==> src/rtl/debouncer.sv <==
// debouncer: per-bit input filter with registered level, rise/fall pulses and an
// optional long-press pulse enabled by the DEBOUNCER_LONG_PRESS_EN macro.
`default_nettype none

module debouncer #(
  parameter int                 p_WIDTH         = 1,
  parameter int                 p_STABLE_CYCLES = 1000,
  parameter logic [p_WIDTH-1:0] p_INIT_VALUE    = '0,
  parameter int                 p_LONG_CYCLES   = 50000
) (
  input  logic               iw_clk,
  input  logic               iw_rst,
  input  logic [p_WIDTH-1:0] iwv_input,
  output logic [p_WIDTH-1:0] owv_state,
  output logic [p_WIDTH-1:0] owv_rise,
  output logic [p_WIDTH-1:0] owv_fall,
  output logic [p_WIDTH-1:0] owv_long
);

  localparam int            CW    = $clog2(p_STABLE_CYCLES + 1);
  localparam logic [CW-1:0] C_MAX = CW'(p_STABLE_CYCLES - 1);

  if (p_STABLE_CYCLES < 1 || p_LONG_CYCLES < 1) begin : g_bad_params
    $error("debouncer: p_STABLE_CYCLES and p_LONG_CYCLES must be >= 1");
  end

  for (genvar i = 0; i < p_WIDTH; i++) begin : g_ch
    logic          s_q;
    logic [CW-1:0] c_q;
    logic          rise_q;
    logic          fall_q;
    logic          differ;
    logic          accept;

    assign differ = iwv_input[i] ^ s_q;
    // The counter only reaches C_MAX through consecutive differing samples.
    assign accept = differ && (c_q == C_MAX);

    always_ff @(posedge iw_clk) begin
      if (iw_rst) begin
        s_q    <= p_INIT_VALUE[i];
        c_q    <= '0;
        rise_q <= 1'b0;
        fall_q <= 1'b0;
      end else begin
        rise_q <= accept & iwv_input[i];
        fall_q <= accept & ~iwv_input[i];
        if (!differ) begin
          c_q <= '0;
        end else if (accept) begin
          s_q <= iwv_input[i];
          c_q <= '0;
        end else begin
          c_q <= c_q + CW'(1);
        end
      end
    end

    assign owv_state[i] = s_q;
    assign owv_rise[i]  = rise_q;
    assign owv_fall[i]  = fall_q;

`ifdef DEBOUNCER_LONG_PRESS_EN
    localparam int            HW    = $clog2(p_LONG_CYCLES + 1);
    localparam logic [HW-1:0] H_MAX = HW'(p_LONG_CYCLES);
    localparam logic [HW-1:0] H_PRE = HW'(p_LONG_CYCLES - 1);

    logic [HW-1:0] h_q;
    logic          long_q;

    // Any accepted transition restarts the hold count; it saturates at H_MAX
    // so the pulse fires once per press.
    always_ff @(posedge iw_clk) begin
      if (iw_rst) begin
        h_q    <= '0;
        long_q <= 1'b0;
      end else begin
        long_q <= 1'b0;
        if (accept) begin
          h_q <= '0;
        end else if (s_q && (h_q != H_MAX)) begin
          h_q    <= h_q + HW'(1);
          long_q <= (h_q == H_PRE);
        end
      end
    end

    assign owv_long[i] = long_q;
`else
    assign owv_long[i] = 1'b0;
`endif
  end

endmodule

`default_nettype wire
==> config.mk <==
export PLATFORM = sky130hd
export DESIGN_NAME = debouncer
export DESIGN_NICKNAME = d
export VERILOG_FILES = /design/src/rtl/debouncer.sv
export SDC_FILE = /design/constraint.sdc
export NUM_CORES = 1
export LEC_CHECK = 0
export ABC_CLOCK_PERIOD_IN_PS = 2950
export CAP_MARGIN = 20
export CORE_UTILIZATION = 45
export DETAILED_ROUTE_END_ITERATION = 10
export PLACE_DENSITY = 0.7
export SKIP_CTS_REPAIR_TIMING = 1
export SLEW_MARGIN = 20
export SYNTH_ARGS = -nofsm -noshare
export SYNTH_HDL_FRONTEND = slang
export SYNTH_SLANG_ARGS = --single-unit
==> constraint.sdc <==
create_clock -name iw_clk -period 2.95 [get_ports iw_clk]
set_clock_uncertainty 0.05 [all_clocks]
set_input_delay 0.295 -clock iw_clk [delete_from_list [all_inputs] [get_ports iw_clk]]
set_output_delay 0.295 -clock iw_clk [all_outputs]
set_load 0.02 [all_outputs]
; After elaboration in Yosys (flattened, before gate mapping)
; Index checks and enable logic that the tools add are counted.
[op_classes]
n_bitwise = 5
addsub = 1
n_reduce_logical = 3
n_eq_ne = 1
[op_table]
columns = op, count
row1 = 10-bit by 1-bit adder with 10-bit output (second input constant), 1
row2 = 10-bit == test (second input constant), 1
row3 = 3-bit OR reduction, 1
row4 = 1-bit AND, 2
row5 = 1-bit NOT, 2
row6 = 2-bit AND reduction, 1
row7 = 1-bit logical AND, 1
row8 = 1-bit bitwise XOR, 1
[word_totals]
output_inout_bits = 4
register_bits = 13
input_bits = 3
elab_cells = 14

; Longest topological paths before layout
; Gate-level depths: netlist (run 1).
[depth]
word_depth = 3
depth_mapped = 4
mapped_depth_nobuf = 4

; Worst setup path after synthesis (run 1)
; No wires, ideal clock.
[synth_timing]
path_kind = register -> register
from = register g_ch[0].c_q[0]
to = register g_ch[0].c_q[3]
required_ns = 2.771
synth_period_minus_slack_ns = 1.426
path_stages_with_launch = 5
arrival_time_ns = 1.247
path_buffers = 0
setup_ns = 0.129
slack_ns = 1.524
path_cell_list = dfxtp_1 ha_1 nand4bb_1 o311ai_4 nor2_1
[synth_between]
elab_chain_cells = 3
word_cells_on_any_way = 4
classes_between = 1 x add/sub / 1 x eq/ne / 2 x reduce/logical
[synth_rtl]
columns = item, line_no
row1 = "start, declared", 29  ; logic [CW-1:0] c_q;
row2 = "start signal, assigned", 54  ; c_q <= c_q + CW'(1);
row3 = "parallel branches: the longest is 3 deep, another holds 10-bit by 1-bit adder with 10-bit output", --
; Parallel ways; which one is timed is not known.
; A chain may end at the register's enable or synchronous reset.

; Final worst setup path (run 1)
[layout_timing]
from = register g_ch[0].c_q[0]
to = register g_ch[0].c_q[6]
; Same word-level chain as after synthesis.

==> results.json, run 1 <==
{
  "status": "finished clean",
  "whs_ns": 0.422,
  "ys_warn_count": 0,
  "synth_area_leaders": "dfxtp_1 43%, or3_1 5.2%, o311ai_4 4.3%",
  "dp_hpwl_um": 790,
  "critPathKind": "register to register",
  "synth_most_common_cell": "dfxtp_1",
  "clock_sinks": 13,
  "root_buffer": "clkbuf_4",
  "power_mw": 0.302,
  "fin_crit_ns": 1.62,
  "synth_common_cells": "13 x dfxtp_1, 6 x nor2_1, 5 x a21oi_1, 5 x or3_1",
  "cpPeakStageDelay_ns": 0.47,
  "grt_pass1_vias": 446,
  "grt_pass1_wl_um": 1990,
  "drv_cap": 0,
  "synth_top_area_share_pct": 43.0,
  "synth.distinct_cells": 24,
  "antenna_found_initial": 0,
  "synth-seq-cells": 13,
  "dr.pass1.iters": 2,
  "viasPerCell": 5.48,
  "path_max_fanout": 7,
  "cp.required_ns": 3.05,
  "post-route-period-util_pct": 55.0,
  "power_density_nw_per_um2": 436,
  "synth_top_area_cell": "dfxtp_1",
  "drive_above_1_share_pct": 11.1,
  "cts_buffer_depth": 2,
  "arrival_ns": 1.72,
  "ant_nets": 0,
  "finalNonFillerCells": 86,
  "final_net_count": 77,
  "ioPinCount": 7,
  "hold_viol": 0,
  "fin_area_um2": 692,
  "gp_congestion": 0.747,
  "cp-start-kind": "register",
  "synth_edf_count": 0,
  "area_growth_pct": 14.3,
  "worst_slack_ns": 1.33,
  "die_w_um": 38.7,
  "die_h_um": 38.7,
  "coreArea_um2": 1170,
  "netlist_area_um2": 606,
  "rows": 12,
  "placed_cells": 82,
  "initial_utilization_pct": 51.7,
  "setup_viol": 0,
  "antenna_cells": 0,
  "cp_slowest_cell": "o311ai_4",
  "grt_max_degree": 8,
  "grt_usage_pct": 20.0,
  "insertion_delay_ns": 0.28,
  "drt-initial-drc-count": 9,
  "grt_overflow": 0,
  "cts_tree": "yes",
  "rsz0062_at_grt": "false",
  "drv_slew": 0,
  "max-vdd-ir-drop_mv": 0.253,
  "leakage_nw": 0.242,
  "cts_made_buffers": 3,
  "post-place-ws_ns": 1.26,
  "syn_inst": 64,
  "die-area_um2": 1500,
  "ys_async_sr_fraction_pct": 0,
  "synth_seq_area_share_pct": 43.0,
  "htreeDepth": 1,
  "syn_avg_cell_area_um2": 9.46,
  "finalWirelength_um": 1080,
  "wl_per_cell_um": 12.5,
  "synth-main-ff-cell": "dfxtp_1",
  "clkSlewWorstSetupHoldPaths_ns": 0.08,
  "finalSetupTns_ns": 0,
  "final_util_pct": 59.1,
  "placed_cell_area_um2": 666,
  "hold_class": "register to register",
  "fmaxAchievable_mhz": 617,
  "cp-end-kind": "register",
  "drc": 0,
  "crit_chain": "ha_1, nand4bb_1, o311ai_4, a21oi_1",
  "r2r_slack_ns": 1.33,
  "numPortBuffers": 5,
  "synth_nets": 68,
  "vias": 471
}
[path summary, 6_finish.rpt]
| check | from | endpoint | depth (start not counted) |
|---|---|---|---|
| max | g_ch[0].c_q[0] | g_ch[0].c_q[6] | 4 |
| min | g_ch[0].c_q[0] | g_ch[0].c_q[0] | 1 |
| max reg2reg | g_ch[0].c_q[0] | g_ch[0].c_q[6] | 4 |
| min reg2reg | g_ch[0].c_q[0] | g_ch[0].c_q[0] | 1 |
[sequential cells by signal (all words and copies together), names as in the netlist]
name / flops
g_ch.c_q: 10
owv_state: 1
owv_rise: 1
owv_fall: 1
[critical path: cells and delay by family (launching register included)]
kind / cells / cell delay [ns]
and+or+nand+nor: 1 / 0.23
AOI/OAI and AO/OA: 2 / 0.55
adders and majority gates: 1 / 0.28
DFF: 1 / 0.37
[logic make-up after synthesis]
| family | count (synthesis) | share of synthesized area (%) |
|---|---|---|
| XOR/XNOR | 4 | 5.79 |
| adder cells (fa/ha/maj) | 1 | 2.07 |
| buffers and inverters | 5 | 3.72 |
| flip-flops | 13 | 43.0 |
| other | 1 | 0.619 |
| AND/OR/NAND/NOR | 27 | 28.5 |
| AO/OA/AOI/OAI | 13 | 16.3 |
[power breakdown]
part           internal [mW]  switching, mW
clock                 0.0524         0.0585
sequential             0.177        0.00113
combinational        0.00525        0.00763
total                  0.234         0.0673
[routing by layer]
layer	share of wire [%]	track usage (%)
met1	48	25.4
met3	4.4	5.20
met2	45	30.8
met5	0	0
met4	2.5	10.3
[area by class of cell]
class | count | area (um2)
Inverter | 4 | 15.0
Sequential cell | 13 | 260
Fill cell | 113 | 479
Tap cell | 14 | 17.5
Timing Repair Buffer | 5 | 50.0
Clock buffer | 4 | 26.3
Multi-Input combinational cell | 46 | 323
[cell usage in the layout (no fill, tap or decap)]
cell type,count
clkbuf_4,3
conb_1,1
xor2_1,3
a21oi_1,5
nand4bb_1,1
inv_1,4
o21ai_1,1
or3_1,5
xnor2_1,1
nand3_2,1
ha_1,1
and4_2,1
and4bb_1,1
nand4_4,1
nor2_1,6
clkbuf_1,1
clkdlybuf4s50_1,5
nand2_1,3
a221oi_2,1
nand4_1,2
dfxtp_1,13
nand3_1,4
o21ai_0,4
o311ai_4,1
o31ai_1,1
nor3_1,2
Power figures use the tool's default switching activity.
==> run 2, diff against run 1 <==
--- a/config.mk
+++ b/config.mk
@@ -5,11 +5,11 @@
 export SDC_FILE = /design/constraint.sdc
 export NUM_CORES = 1
 export LEC_CHECK = 0
-export ABC_CLOCK_PERIOD_IN_PS = 2950
+export ABC_CLOCK_PERIOD_IN_PS = 1300
 export CAP_MARGIN = 20
 export CORE_UTILIZATION = 45
 export DETAILED_ROUTE_END_ITERATION = 10
-export PLACE_DENSITY = 0.7
+export PLACE_DENSITY = 0.73
 export SKIP_CTS_REPAIR_TIMING = 1
 export SLEW_MARGIN = 20
 export SYNTH_ARGS = -nofsm -noshare
==> constraint.sdc (replaced) <==
create_clock -name iw_clk -period 1.3 [get_ports iw_clk]
set_clock_uncertainty 0.05 [all_clocks]
set_input_delay 0.13 -clock iw_clk [delete_from_list [all_inputs] [get_ports iw_clk]]
set_output_delay 0.13 -clock iw_clk [all_outputs]
set_load 0.02 [all_outputs]
==> results.json, run 2 (same netlist as run 1, synthesis figures left out) <==
{
  "ant_nets": 0,
  "r2r_slack_ns": -0.005,
  "setup_viol": 1,
  "clkSlewWorstSetupHoldPaths_ns": 0.08,
  "hold_class": "primary input to register",
  "area_growth_pct": 54.8,
  "placed_cell_area_um2": 792,
  "r2r-start": "g_ch[0].c_q[1]",
  "die-area_um2": 1500,
  "fin_crit_ns": 1.31,
  "cts_tree": "yes",
  "dp_hpwl_um": 879,
  "insertion_delay_ns": 0.28,
  "max-vdd-ir-drop_mv": 0.692,
  "antenna_found_initial": 0,
  "finalWirelength_um": 1410,
  "cpPeakStageDelay_ns": 0.36,
  "root_buffer": "clkbuf_4",
  "regMostFlops": "g_ch.c_q",
  "status": "finished with violations",
  "cts_made_buffers": 3,
  "hold_path_end": "owv_state",
  "dr.pass1.iters": 4,
  "swShare_pct": 22.9,
  "fin_area_um2": 937,
  "finalSetupTns_ns": -0.00547,
  "r2r_end": "owv_state",
  "final_common_cell": "buf_4",
  "final_cell_mix": "13 x buf_4, 8 x dfxtp_2, 6 x nor2_1",
  "largest_register_ffs": 10,
  "post-route-period-util_pct": 100,
  "cp_slowest_cell": "dfxtp_2",
  "rsz0062_at_grt": "true",
  "worst-r2r-cell-count": 5,
  "antenna_cells": 0,
  "vias": 573,
  "p_comb_share_pct": 7.0,
  "min_from": "iw_rst",
  "cp-end-kind": "register",
  "arrival_ns": 1.42,
  "final_net_count": 93,
  "grt_usage_pct": 20.3,
  "drv_cap": 0,
  "finalNonFillerCells": 102,
  "whs_ns": 0.394,
  "viasPerCell": 5.62,
  "gp_congestion": 0.775,
  "drv_slew": 0,
  "ioPinCount": 7,
  "coreArea_um2": 1170,
  "seqPwrFrac_pct": 57.4,
  "p_switching_mw": 0.162,
  "initial_utilization_pct": 51.7,
  "grt_overflow": 0,
  "clock_sinks": 13,
  "grt_pass1_vias": 498,
  "p_clk_share_pct": 35.6,
  "grt_pass1_wl_um": 2030,
  "leakage_nw": 0.390,
  "htreeDepth": 1,
  "wl_per_cell_um": 13.8,
  "hold_viol": 0,
  "min_path_cells": 2,
  "cp.required_ns": 1.41,
  "rows": 12,
  "die_h_um": 38.7,
  "fmaxAchievable_mhz": 766,
  "critPathKind": "register to register",
  "power_density_nw_per_um2": 754,
  "cp-start-kind": "register",
  "crit_chain": "ha_4, nand4bb_4, buf_4, o31ai_4, a21oi_2",
  "grt_max_degree": 8,
  "violations": "negative setup slack",
  "placed_cells": 95,
  "path_max_fanout": 4,
  "worst_slack_ns": -0.00547,
  "drive_above_1_share_pct": 51.1,
  "cts_buffer_depth": 2,
  "numPortBuffers": 5,
  "die_w_um": 38.7,
  "drt-initial-drc-count": 19,
  "p_int_mw": 0.545,
  "drc": 0
}
-- run 2: worst max-delay path by stage --
| stage | from | endpoint | depth (start not counted) |
|---|---|---|---|
| 6_report | g_ch[0].c_q[1] | owv_state | 5 |
| 5_1_grt | g_ch[0].c_q[1] | g_ch[0].c_q[8] | 5 |
| 4_1_cts | owv_state | owv_state | 1 |
| 3_5_place_dp | iwv_input | g_ch[0].c_q[9] | 4 |
| 3_3_place_gp | iwv_input | g_ch[0].c_q[9] | 4 |
| 2_1_floorplan | g_ch[0].c_q[2] | g_ch[0].c_q[9] | 3 |
-- run 2: final cells by class --
| type | instances | area [um2] |
|---|---|---|
| clock buffers | 4 | 26.3 |
| flip-flops and latches | 13 | 270 |
| multi-input cells | 46 | 419 |
| well taps | 14 | 17.5 |
| fillers | 74 | 234 |
| inverters | 4 | 15.0 |
| repair buffers | 21 | 189 |
-- run 2: power groups by stage --
stage	combinational, mW	sequential, mW	clock (mW)
detailed placement	0.0401	0.414	0
global placement	0.0385	0.413	0
floorplan	0.0216	0.414	0
CTS	0.0403	0.404	0.257
finish	0.0497	0.405	0.251
global route	0.0535	0.406	0.276
-- run 2: routing by layer --
metal  wire length [um]  global-route usage [%]
met5                  0                       0
met4                 26                    7.76
met3                 61                    6.94
met2                761                    32.5
met1                562                    24.8
-- run 2: worst max-delay path, delay by kind of cell (launching register included) --
kind	cells	cell delay (ns)
flip-flops	1	0.36
AND/OR/NAND/NOR	1	0.14
buffers and inverters	1	0.17
adder cells (fa/ha/maj)	1	0.17
AO/OA/AOI/OAI	2	0.30
-- run 2: per-stage QoR --
stage	setup slack, ns	utilization [%]	power [mW]
after floorplan	0.0324	-	0.436
after global placement	-0.0982	67.6	0.452
after detailed placement	-0.111	67.6	0.454
after CTS	-0.146	69.9	0.701
after global routing	-0.0432	80.0	0.736
final	-0.00547	80.0	0.706
==> run 3, diff against run 2 <==
==> constraint.sdc (replaced) <==
create_clock -name iw_clk -period 1.3 [get_ports iw_clk]
set_clock_uncertainty 0.05 [all_clocks]
set_input_delay 0.39 -clock iw_clk [delete_from_list [all_inputs] [get_ports iw_clk]]
set_output_delay 0.39 -clock iw_clk [all_outputs]
set_load 0.02 [all_outputs]
==> results.json, run 3 (same netlist as run 1, synthesis figures left out) <==
{
  "regMostFlops": "g_ch.c_q",
  "dp_hpwl_um": 935,
  "die_h_um": 38.7,
  "cp.required_ns": 1.40,
  "crit_chain": "ha_4, nand4bb_4, o311ai_4, a21oi_1",
  "regArea_um2": 273,
  "final_common_cell": "buf_4",
  "cp_slowest_cell": "o311ai_4",
  "drv_cap": 0,
  "grt_use_met2_pct": 38.8,
  "antenna_found_initial": 0,
  "grt_max_degree": 8,
  "met3_usage_pct": 6.94,
  "die_w_um": 38.7,
  "power_density_nw_per_um2": 791,
  "die-area_um2": 1500,
  "ant_nets": 0,
  "numPortBuffers": 5,
  "final_net_count": 91,
  "post-route-period-util_pct": 99.7,
  "insertion_delay_ns": 0.28,
  "status": "finished clean",
  "cpPeakStageDelay_ns": 0.39,
  "final_cell_mix": "14 x buf_4, 7 x dfxtp_2, 6 x nor2_1",
  "fin_crit_ns": 1.30,
  "wl_per_cell_um": 14.4,
  "finalNonFillerCells": 100,
  "finalWirelength_um": 1440,
  "grt_pass1_wl_um": 2100,
  "drive_above_1_share_pct": 46.5,
  "rows": 12,
  "max-vdd-ir-drop_mv": 0.464,
  "drv_slew": 0,
  "placed_cells": 96,
  "grt_usage_pct": 21.1,
  "setup_viol": 0,
  "grt_pass1_vias": 522,
  "nFillCells": 87,
  "hold_viol": 0,
  "clock_sinks": 13,
  "hold_class": "primary input to register",
  "largest_register_ffs": 10,
  "cts_buffer_depth": 2,
  "viasPerCell": 5.71,
  "vias": 571,
  "met1_usage_pct": 20.7,
  "path_max_fanout": 7,
  "antenna_cells": 0,
  "grt_busiest_layer": "met2",
  "cp-start-kind": "register",
  "final_util_pct": 75.0,
  "cts_tree": "yes",
  "cts_made_buffers": 3,
  "arrival_ns": 1.39,
  "rsz0062_at_grt": "true",
  "coreArea_um2": 1170,
  "initial_utilization_pct": 51.7,
  "multi_input_area_um2": 389,
  "ioPinCount": 7,
  "drt-initial-drc-count": 11,
  "drc": 0,
  "cp-end-kind": "register",
  "critPathKind": "register to register",
  "clkSlewWorstSetupHoldPaths_ns": 0.08,
  "fmaxAchievable_mhz": 772,
  "leakage_nw": 0.363,
  "area_growth_pct": 45.0,
  "dr.pass1.iters": 4,
  "grt_overflow": 0,
  "root_buffer": "clkbuf_4",
  "gp_congestion": 0.780,
  "htreeDepth": 1
}
==> run 3: changes by cell type in the layout (fill, tap and decap cells not counted), moves of 3 or more <==
cell     before  now
a21oi_1       2    5
a21oi_2       3    0
buf_6         3    0
or3_1         2    5
or3_4         3    0
==> run 3: where the power goes <==
part,total (mW),leakage (nW),switching (mW),internal (mW)
Combinational,0.0445,0.239,0.0242,0.0202
Clock,0.248,0.0150,0.129,0.119
Sequential,0.402,0.109,0.00307,0.399
Total,0.695,0.363,0.157,0.538
==> run 3: path summary, 6_finish.rpt <==
| kind | cells past startpoint | endpoint | start | slack [ns] |
|---|---|---|---|---|
| max reg2reg | 4 | g_ch[0].c_q[5] | g_ch[0].c_q[1] | 0.005 |
| max | 4 | g_ch[0].c_q[5] | g_ch[0].c_q[1] | 0.005 |
| min | 3 | owv_fall | iwv_input | 0.44 |
| min reg2reg | 2 | owv_fall | g_ch[0].c_q[9] | 0.47 |
==> run 3: routing by layer <==
| layer | share of wire (%) | vias up | wire, um |
|---|---|---|---|
| met5 | 0 | - | 0 |
| met4 | 1.1 | 0 | 16 |
| met3 | 3.1 | 2 | 45 |
| met2 | 56 | 17 | 805 |
| met1 | 40 | 280 | 575 |
| li1 | - | 272 | - |
==> run 3: cell type report <==
class,count,share of cell area [%]
tap,14,1.99
inverter,4,1.71
timing repair buffer,19,17.9
multi-input combinational,46,44.3
clock buffer,4,2.99
sequential,13,31.1
==> run 3: metrics by stage <==
step | setup TNS [ns] | area (um2) | hold slack (ns) | setup slack, ns | power, mW
5_1_grt | -0.411 | 878 | 0.452 | -0.0600 | 0.729
6_report | 0 | 878 | 0.441 | 0.00454 | 0.695
3_5_place_dp | -4.16 | 800 | 0.465 | -0.413 | 0.454
4_1_cts | -1.72 | 826 | 0.480 | -0.367 | 0.708
2_1_floorplan | 0 | 634 | 0.404 | 0.0324 | 0.436
3_3_place_gp | -3.87 | 800 | 0.428 | -0.357 | 0.452
==> run 3: worst max-delay path: cells and delay by family (launching register included) <==
family                     cells  cell delay (ns)
adders and majority gates      1             0.16
AOI/OAI and AO/OA              2             0.46
and+or+nand+nor                1             0.14
DFF                            1             0.35
